===== config.mk =====
export PLATFORM = sky130hd
export DESIGN_NAME = ex_mem_skid_reg
export DESIGN_NICKNAME = d
export VERILOG_FILES = /design/src/rtl/ex_mem_skid_reg.sv
export SDC_FILE = /design/constraint.sdc
export NUM_CORES = 1
export LEC_CHECK = 0
export CORE_UTILIZATION = 25
export CTS_CLUSTER_SIZE = 24
export DETAILED_ROUTE_END_ITERATION = 10
export SYNTH_ARGS = -nofsm -noshare
export SYNTH_HDL_FRONTEND = slang
export SYNTH_SLANG_ARGS = --single-unit

===== constraint.sdc =====
create_clock -name clk -period 6.1 [get_ports clk]
set_input_delay 0.61 -clock clk [delete_from_list [all_inputs] [get_ports clk]]
set_output_delay 0.61 -clock clk [all_outputs]
set_load 0.005 [all_outputs]

===== src/rtl/ex_mem_skid_reg.sv =====
`default_nettype none
// ============================================================================
// Module      : ex_mem_skid_reg
// Description : EX/MEM pipeline register built as a two-entry skid buffer.
//               HEAD drives the MEM-side outputs and SKID catches one extra
//               beat, so in_ready depends only on registered state.
//               Bubbles present an all-zero control bundle.
// Revision    : 1.0 - initial release
// ============================================================================
module ex_mem_skid_reg #(
    parameter int DATA_W = 32,
    parameter int DEST_W = 5,
    parameter int LOAD_W = 6,
    parameter int CTRL_W = 7
) (
    input  logic              clk,
    input  logic              reset,
    input  logic              flush,
    // EX side
    input  logic              in_valid,
    output logic              in_ready,
    input  logic [CTRL_W-1:0] ctrl_in,
    input  logic [DATA_W-1:0] alu_in,
    input  logic [DATA_W-1:0] rdata2_in,
    input  logic [DEST_W-1:0] dest_in,
    input  logic [LOAD_W-1:0] load_in,
    // MEM side
    output logic              out_valid,
    input  logic              out_ready,
    output logic [CTRL_W-1:0] ctrl_out,
    output logic [DATA_W-1:0] alu_out,
    output logic [DATA_W-1:0] rdata2_out,
    output logic [DEST_W-1:0] dest_out,
    output logic [LOAD_W-1:0] load_out,
    // Forwarding / status
    output logic              fwd_en,
    output logic [1:0]        occupancy
);

    // One stored entry: {ctrl, alu, rdata2, dest, load}
    localparam int ENT_W = CTRL_W + 2 * DATA_W + DEST_W + LOAD_W;

    // RegWrite position inside the control bundle
    localparam int REGWRITE_BIT = 2;

    // State value equals the number of held entries
    typedef enum logic [1:0] {
        S_EMPTY = 2'd0,
        S_ONE   = 2'd1,
        S_FULL  = 2'd2
    } state_t;

    state_t             state_q, state_d;
    logic [ENT_W-1:0]   head_q, head_d;
    logic [ENT_W-1:0]   skid_q, skid_d;

    logic [ENT_W-1:0]   w_beat;
    logic [CTRL_W-1:0]  w_head_ctrl;
    logic               w_push;
    logic               w_pop;

    assign w_beat = {ctrl_in, alu_in, rdata2_in, dest_in, load_in};

    // Handshake status comes purely from registered state (no out_ready path)
    assign in_ready  = (state_q != S_FULL);
    assign out_valid = (state_q != S_EMPTY);
    assign occupancy = state_q;

    assign w_push = in_valid & in_ready;
    assign w_pop  = out_valid & out_ready;

    assign {w_head_ctrl, alu_out, rdata2_out, dest_out, load_out} = head_q;

    // A bubble must not carry any write/branch/fin side effects
    assign ctrl_out = out_valid ? w_head_ctrl : '0;
    assign fwd_en   = out_valid & w_head_ctrl[REGWRITE_BIT];

    // Next-state and entry movement; flush overrides any handshake
    always_comb begin
        state_d = state_q;
        head_d  = head_q;
        skid_d  = skid_q;
        if (flush) begin
            state_d = S_EMPTY;
        end else begin
            case (state_q)
                S_EMPTY: begin
                    if (w_push) begin
                        state_d = S_ONE;
                        head_d  = w_beat;
                    end
                end
                S_ONE: begin
                    if (w_push && !w_pop) begin
                        state_d = S_FULL;
                        skid_d  = w_beat;
                    end else if (w_pop && !w_push) begin
                        state_d = S_EMPTY;
                    end else if (w_push && w_pop) begin
                        head_d  = w_beat;
                    end
                end
                S_FULL: begin
                    if (w_pop) begin
                        state_d = S_ONE;
                        head_d  = skid_q;
                    end
                end
                default: begin
                    state_d = S_EMPTY;
                end
            endcase
        end
    end

    // State and storage registers; reset clears everything immediately
    always_ff @(posedge clk or posedge reset) begin
        if (reset) begin
            state_q <= S_EMPTY;
            head_q  <= '0;
            skid_q  <= '0;
        end else begin
            state_q <= state_d;
            head_q  <= head_d;
            skid_q  <= skid_d;
        end
    end

endmodule
`default_nettype wire


==> key figures, run 1 <==
Clock network
  • CTS Sinks: 166
  • Post-CTS sizing: 0
  • H-tree levels: 4
  • Hold Buf Count CTS: 0
  • CTS tree: yes
  • Root Buffer: clkbuf_16
  • Worst-skew pair later-pin latency: 0.43 ns
  • CTS Buf Count: 17
  • Clk buf depth: 2
  • CTS clock-pin slew for the worst setup and hold paths: 0.07 ns
  • Post-CTS Repair Setup Buffers: 0

STA
  • Final hold vios: 0
  • Fin. max-slew vios: 0
  • Setup ws final: 3.092 ns
  • Final Critical Period: 3.008 ns
  • Worst-margin pin slew: 0.8838 ns
  • Fmax: 332.4 MHz
  • Clock Skew: 0.01198 ns
  • RSZ-0062 raised after global routing: no
  • Total Neg Setup Slack: 0 ns
  • Share of the clock period used by the worst path: 49.32%
  • Worst rel slew slack: 41.08%
  • Setup violators final: 0

Global routing
  • Grt ovf: 0
  • First-pass GRT wire length: 25810 um
  • Vias in the first global route: 4625
  • Initial antenna violation count: 0
  • Pin count of the biggest net entering global routing: 62
  • Overall routing resource usage: 10.69%

Final layout
  • Area grow syn2layout: 28.07%
  • Nets@finish: 722
  • Number of diodes: 0
  • Ratio of cells with drive above 1 in the final layout: 44.14%
  • # fillers: 3060

Worst setup path
  • Max FO, Critical Path: 35
  • WP data arrival: 2.40 ns
  • Flop2flop setup slack: 3.66 ns
  • Worst EP required: 5.49 ns
  • Critical path class: register to primary output
  • Crit. End Element: primary output
  • Startpoint Class: register

Drt
  • DR vias: 4323
  • Total routed wirelength: 16320 um
  • DR iter-0 viols: 143
  • DRC viols: 23
  • Routed Antenna Nets: 0
  • Router iterations before antenna repair: 6
  • Vias per Instance: 4.141
  • Drt wl/cell: 15.63 um

Synthesis
  • Mean area per synthesized cell: 14.54 um^2
  • Yosys top cell area share: 53.02%
  • Yosys cell types: 20
  • Register area share after synthesis: 53.02%
  • #FFs+latches synth: 166
  • Cells after synthesis: 539
  • Synth area leader: dfrtp_1
  • Syn_nets: 626
  • Mapped Area: 7835 um^2
  • Synth top area cells: dfrtp_1 (53%), mux2_2 (35%), buf_4 (7.3%)
  • Synth Warn #: 0

Die
  • Initial Util: 25.48%
  • Placeable Area: 30750 um^2
  • I/O pin count: 174
  • Die width: 179.0 um
  • Die Span Y: 179.0 um
  • Die ar.: 32050 um^2
  • Floorplan row count: 64

Hold path
  • Hold Path Class: register to register

Placement
  • Dpl hpwl: 10250 um
  • Pre-CTS WS: 2.841 ns
  • Port bufs: 173
  • Routability Congestion: 0.6797

Power
  • Cell Pwr Density: 337.9 nW/um^2
  • Leak: 0.004077 uW
  • Worst vdd ir: 161.9 uV

Flow run
  • Max-cap viol count: 0

Status
  • Failing checks: DRC
  • Outcome: finished with violations
## placed cells by master (no fill, tap or decap), types with 2 or more instances in the layout
master / Yosys / final
clkbuf_1: 3 / 3
nor2b_1: 9 / 8
clkinvlp_4: 0 / 3
buf_4: 76 / 6
mux2_2: 244 / 244
dfrtp_1: 166 / 166
mux2_1: 2 / 2
bufinv_16: 0 / 5
a21oi_1: 2 / 2
clkdlybuf4s50_1: 0 / 173
nor2_1: 3 / 3
clkinv_4: 0 / 3
clkbuf_16: 0 / 17
## final timing paths
kind                              start  cells past startpoint          to
max                        occupancy[0]                      3    in_ready
min                          head_q[74]                      1  head_q[74]
max reg2reg                occupancy[1]                      4  skid_q[76]
min reg2reg                  head_q[74]                      1  head_q[74]
max in group asynchronous         reset                      3  head_q[61]
min in group asynchronous         reset                      2  skid_q[27]
## per-stage QoR
stage               hold slack [ns]  power, uW  area [um^2]  instances  utilization, %
finish                       0.4831       3391        10030       1044           32.63
global route                 0.5110       3584        10030       1044           32.63
floorplan                    0.4594       1983         7835        539               -
global placement             0.4745       2195         9385       1012           30.52
detailed placement           0.4782       2216         9385       1012           30.52
CTS                          0.4944       3463        10030       1044           32.63
## synth_stat cells (all sizes together)
library cell	n
mux2	246
dfrtp	166
buf	99
nor2b	9
clkbuf	3
inv	3
nor2	3
a21oi	2
mux2i	1
nand2	1
nand3	1
nor3	1
o21ba	1
o31ai	1
or3b	1
or4bb	1
## kinds of logic (layout without fill, tap and decap cells)
logic type | count (synthesis) | in the layout | share of synthesized area, %
mux | 247 | 247 | 35.48
flops | 166 | 166 | 53.02
buf+inv | 105 | 214 | 9.677
simple gates | 17 | 17 | 1.293
compound gates | 4 | 4 | 0.5270
## worst max-delay path, cell delays in order, from the launching register on
cell	delay [ns]
dfrtp_1	0.60
nor2b_4	0.08
inv_2	0.61
clkdlybuf4s50_1	0.64
## cell type report
| class | instances | area, um^2 | share of cell area (%) |
|---|---|---|---|
| clock buffer | 21 | 450.4 | 4.489 |
| tap | 396 | 495.5 | 4.938 |
| timing repair buffer | 179 | 1777 | 17.71 |
| multi-input combinational | 268 | 2943 | 29.33 |
| clock inverter | 11 | 198.9 | 1.983 |
| inverter | 3 | 16.27 | 0.1621 |
| sequential | 166 | 4154 | 41.40 |
## per-layer routing
layer	routed length [um]	vias to the layer above	GRT usage [%]	part of all wire, %
met3	880	14	3.287	5.4
met4	255	0	4.343	1.6
met5	0	-	0	0
li1	-	2005	-	-
met1	7335	2213	13.36	45
met2	7845	91	17.05	48
## power breakdown
group	leakage [uW]	total, uW	internal, uW	switching (uW)
Clock	0.000304	1210	741	469
Combinational	0.00178	686	480	206
Sequential	0.00200	1490	1370	126
Total	0.00408	3390	2590	801
## sequential cells by signal, summed over array words and instances, names as in the netlist
name	count
head_q	82
occupancy	2
skid_q	82
Power figures use the tool's default switching activity.
==> inputs of run 2 (changes only) <==
- clock period: 6.1 -> 2.7 ns (I/O delays scaled with it)
==> run 2 against run 1 <==
  * The flow still finishes with violations (DRC)
  * Total power is 120% higher
  * Sequential cell count did not move
  * Sequential share of layout area fell by 0.48 points
  * Hold slack worse by 0.21 ns
  * Critical path depth is 1 higher
==> key figures, run 2 (synthesis gave the netlist of run 1 again) <==
Status
  • Outcome: finished with violations
  • Failing checks: DRC

Clock network
  • CTS Buf Count: 17 (unchanged)
  • Root Buffer: clkbuf_16
  • Post-CTS sizing: 0 (unchanged)
  • Worst-skew pair later-pin latency: 0.43 ns (about the same)
  • H-tree levels: 4 (unchanged)
  • Clk buf depth: 2 (unchanged)
  • CTS tree: yes
  • CTS clock-pin slew for the worst setup and hold paths: 0.07 ns (about the same)
  • Hold Buf Count CTS: 0 (unchanged)
  • Post-CTS Repair Setup Buffers: 0 (unchanged)
  • CTS Sinks: 166 (unchanged)

Worst setup path
  • Crit. End Element: primary output
  • WP data arrival: 2.03 ns (-0.37 ns)
  • Startpoint Class: register
  • Max FO, Critical Path: 8 (-77%)
  • R2r startpoint: occupancy[1]
  • Critical path class: register to primary output
  • R2R cell count: 4 (unchanged)
  • Worst EP required: 2.43 ns (-3.06 ns)
  • Worst Setup SP: occupancy[0]

Placement
  • Dpl hpwl: 10570 um (+3.2%)
  • Port bufs: 173 (unchanged)
  • Placed Cells: 1022 (+0.99%)
  • Routability Congestion: 0.7041 (+3.6%)

STA
  • Final Critical Period: 2.295 ns
  • Fin. max-slew vios: 0 (unchanged)
  • Worst rel slew slack: 57.57% (+16 points)
  • Worst-margin pin slew: 0.6351 ns (-0.2486 ns)
  • Final hold vios: 0 (unchanged)
  • Setup violators final: 0 (unchanged)
  • Clock Skew: 0.01003 ns (-0.001949 ns)
  • Share of the clock period used by the worst path: 85.01%
  • Total Neg Setup Slack: 0 ns (unchanged)
  • Hold slack: 0.2744 ns (-0.2087 ns)
  • Fmax: 435.7 MHz
  • RSZ-0062 raised after global routing: no

Die
  • Die ar.: 32050 um^2 (unchanged)
  • Initial Util: 25.48% (unchanged)
  • Die width: 179.0 um (unchanged)
  • Placeable Area: 30750 um^2 (unchanged)
  • I/O pin count: 174 (unchanged)
  • Die Span Y: 179.0 um (unchanged)
  • Floorplan row count: 64 (unchanged)

Power
  • Worst vdd ir: 352.6 uV (+120%)
  • Gate power share: 21.1% (+0.9 points)
  • Internal power: 5586 uW (+120%)
  • Clk pwr share: 33.6% (-2.1 points)
  • Sw Share: 25.07% (+1.4 points)
  • Cell Pwr Density: 734.3 nW/um^2 (+120%)
  • Sw power: 1869 uW (+130%)
  • Flop pwr share: 45.3% (+1.2 points)
  • Leak: 0.004134 uW (+1.4%)

Final layout
  • Commonest non-fill, non-tap cell in the layout: mux2_2
  • Area grow syn2layout: 29.59%
  • Ratio of cells with drive above 1 in the final layout: 45.44% (+1.3 points)
  • FF+latch area: 4154 um^2 (unchanged)
  • Number of diodes: 0 (unchanged)
  • Nets@finish: 732 (+1.4%)
  • Most frequent cells in the layout: mux2_2 (244), clkdlybuf4s50_1 (173), dfrtp_1 (166)
  • Fin util: 33.02% (+0.39 points)
  • # fillers: 3072 (+0.39%)
  • Multi-input gate area: 2943 um^2 (unchanged)
  • Final std cells w/o fill: 1054 (+0.96%)

Drt
  • Vias per Instance: 4.158 (+0.43%)
  • Total routed wirelength: 16120 um (-1.2%)
  • Router iterations before antenna repair: 6 (unchanged)
  • DR iter-0 viols: 109 (-24%)
  • DR vias: 4383 (+1.4%)
  • Routed Antenna Nets: 0 (unchanged)
  • DRC viols: 16 (-30%)
  • Drt wl/cell: 15.30 um (-2.1%)

Hold path
  • Hold Path Class: primary input to async pin

Flow run
  • Max-cap viol count: 0 (unchanged)

Global routing
  • First-pass GRT wire length: 25630 um (-0.70%)
  • Grt ovf: 0 (unchanged)
  • Overall routing resource usage: 10.57% (-0.12 points)
  • Pin count of the biggest net entering global routing: 50 (-19%)
  • Initial antenna violation count: 0 (unchanged)
  • Vias in the first global route: 4612 (-0.28%)
[run 2: cell types whose count changed in the layout (fill, tap and decap cells not counted), sizes merged]
cell,before,now
clkinv,3,4
inv,3,8
bufinv,5,2
clkbuf,21,17
clkinvlp,3,4
buf,6,16
[run 2: power groups by stage]
stage               sequential, uW  clock, uW  combinational [uW]
CTS                           3380       2610                1610
global placement              3410          0                1570
finish                        3380       2510                1570
floorplan                     3330          0                1150
global route                  3470       2700                1710
detailed placement            3430          0                1600
[run 2: layout make-up]
class                   count  area share [%]
flip-flops and latches    166           40.91
multi-input cells         268           28.98
well taps                 396           4.880
clock inverters            15           1.664
clock buffers              17           4.190
inverters                   3          0.1479
repair buffers            189           19.22
[run 2: critical path: stages, from the launching register on]
cell	delay [ns]
dfrtp_1	0.59
nor2_1	0.10
buf_4	0.19
nor2b_1	0.18
clkdlybuf4s50_1	0.53
[run 2: path summary, 6_finish.rpt]
path / endpoint / slack (ns)
max: fwd_en / 0.40
min reg2reg: head_q[73] / 0.49
max reg2reg: head_q[20] / 0.67
min in group clk: skid_q[5] / 0.47
max in group asynchronous: head_q[18] / 1.73
min: skid_q[44] / 0.27
[run 2: per-layer routing]
layer  share of wire, %  GRT usage (%)  up-vias
li1                   -              -     2033
met1                 45          13.35     2248
met2                 49          16.96       91
met3                4.7          2.884       11
met4                1.3          4.343        0
met5                  0              0        -
[run 2: per-stage QoR]
step / worst slack [ns] / total power (uW) / cell area (um^2)
2_1_floorplan: 0.3172 / 4482 / 7839
3_3_place_gp: 0.4037 / 4986 / 9559
3_5_place_dp: 0.3645 / 5032 / 9559
4_1_cts: 0.3290 / 7602 / 10150
5_1_grt: 0.2655 / 7874 / 10150
6_report: 0.4048 / 7455 / 10150
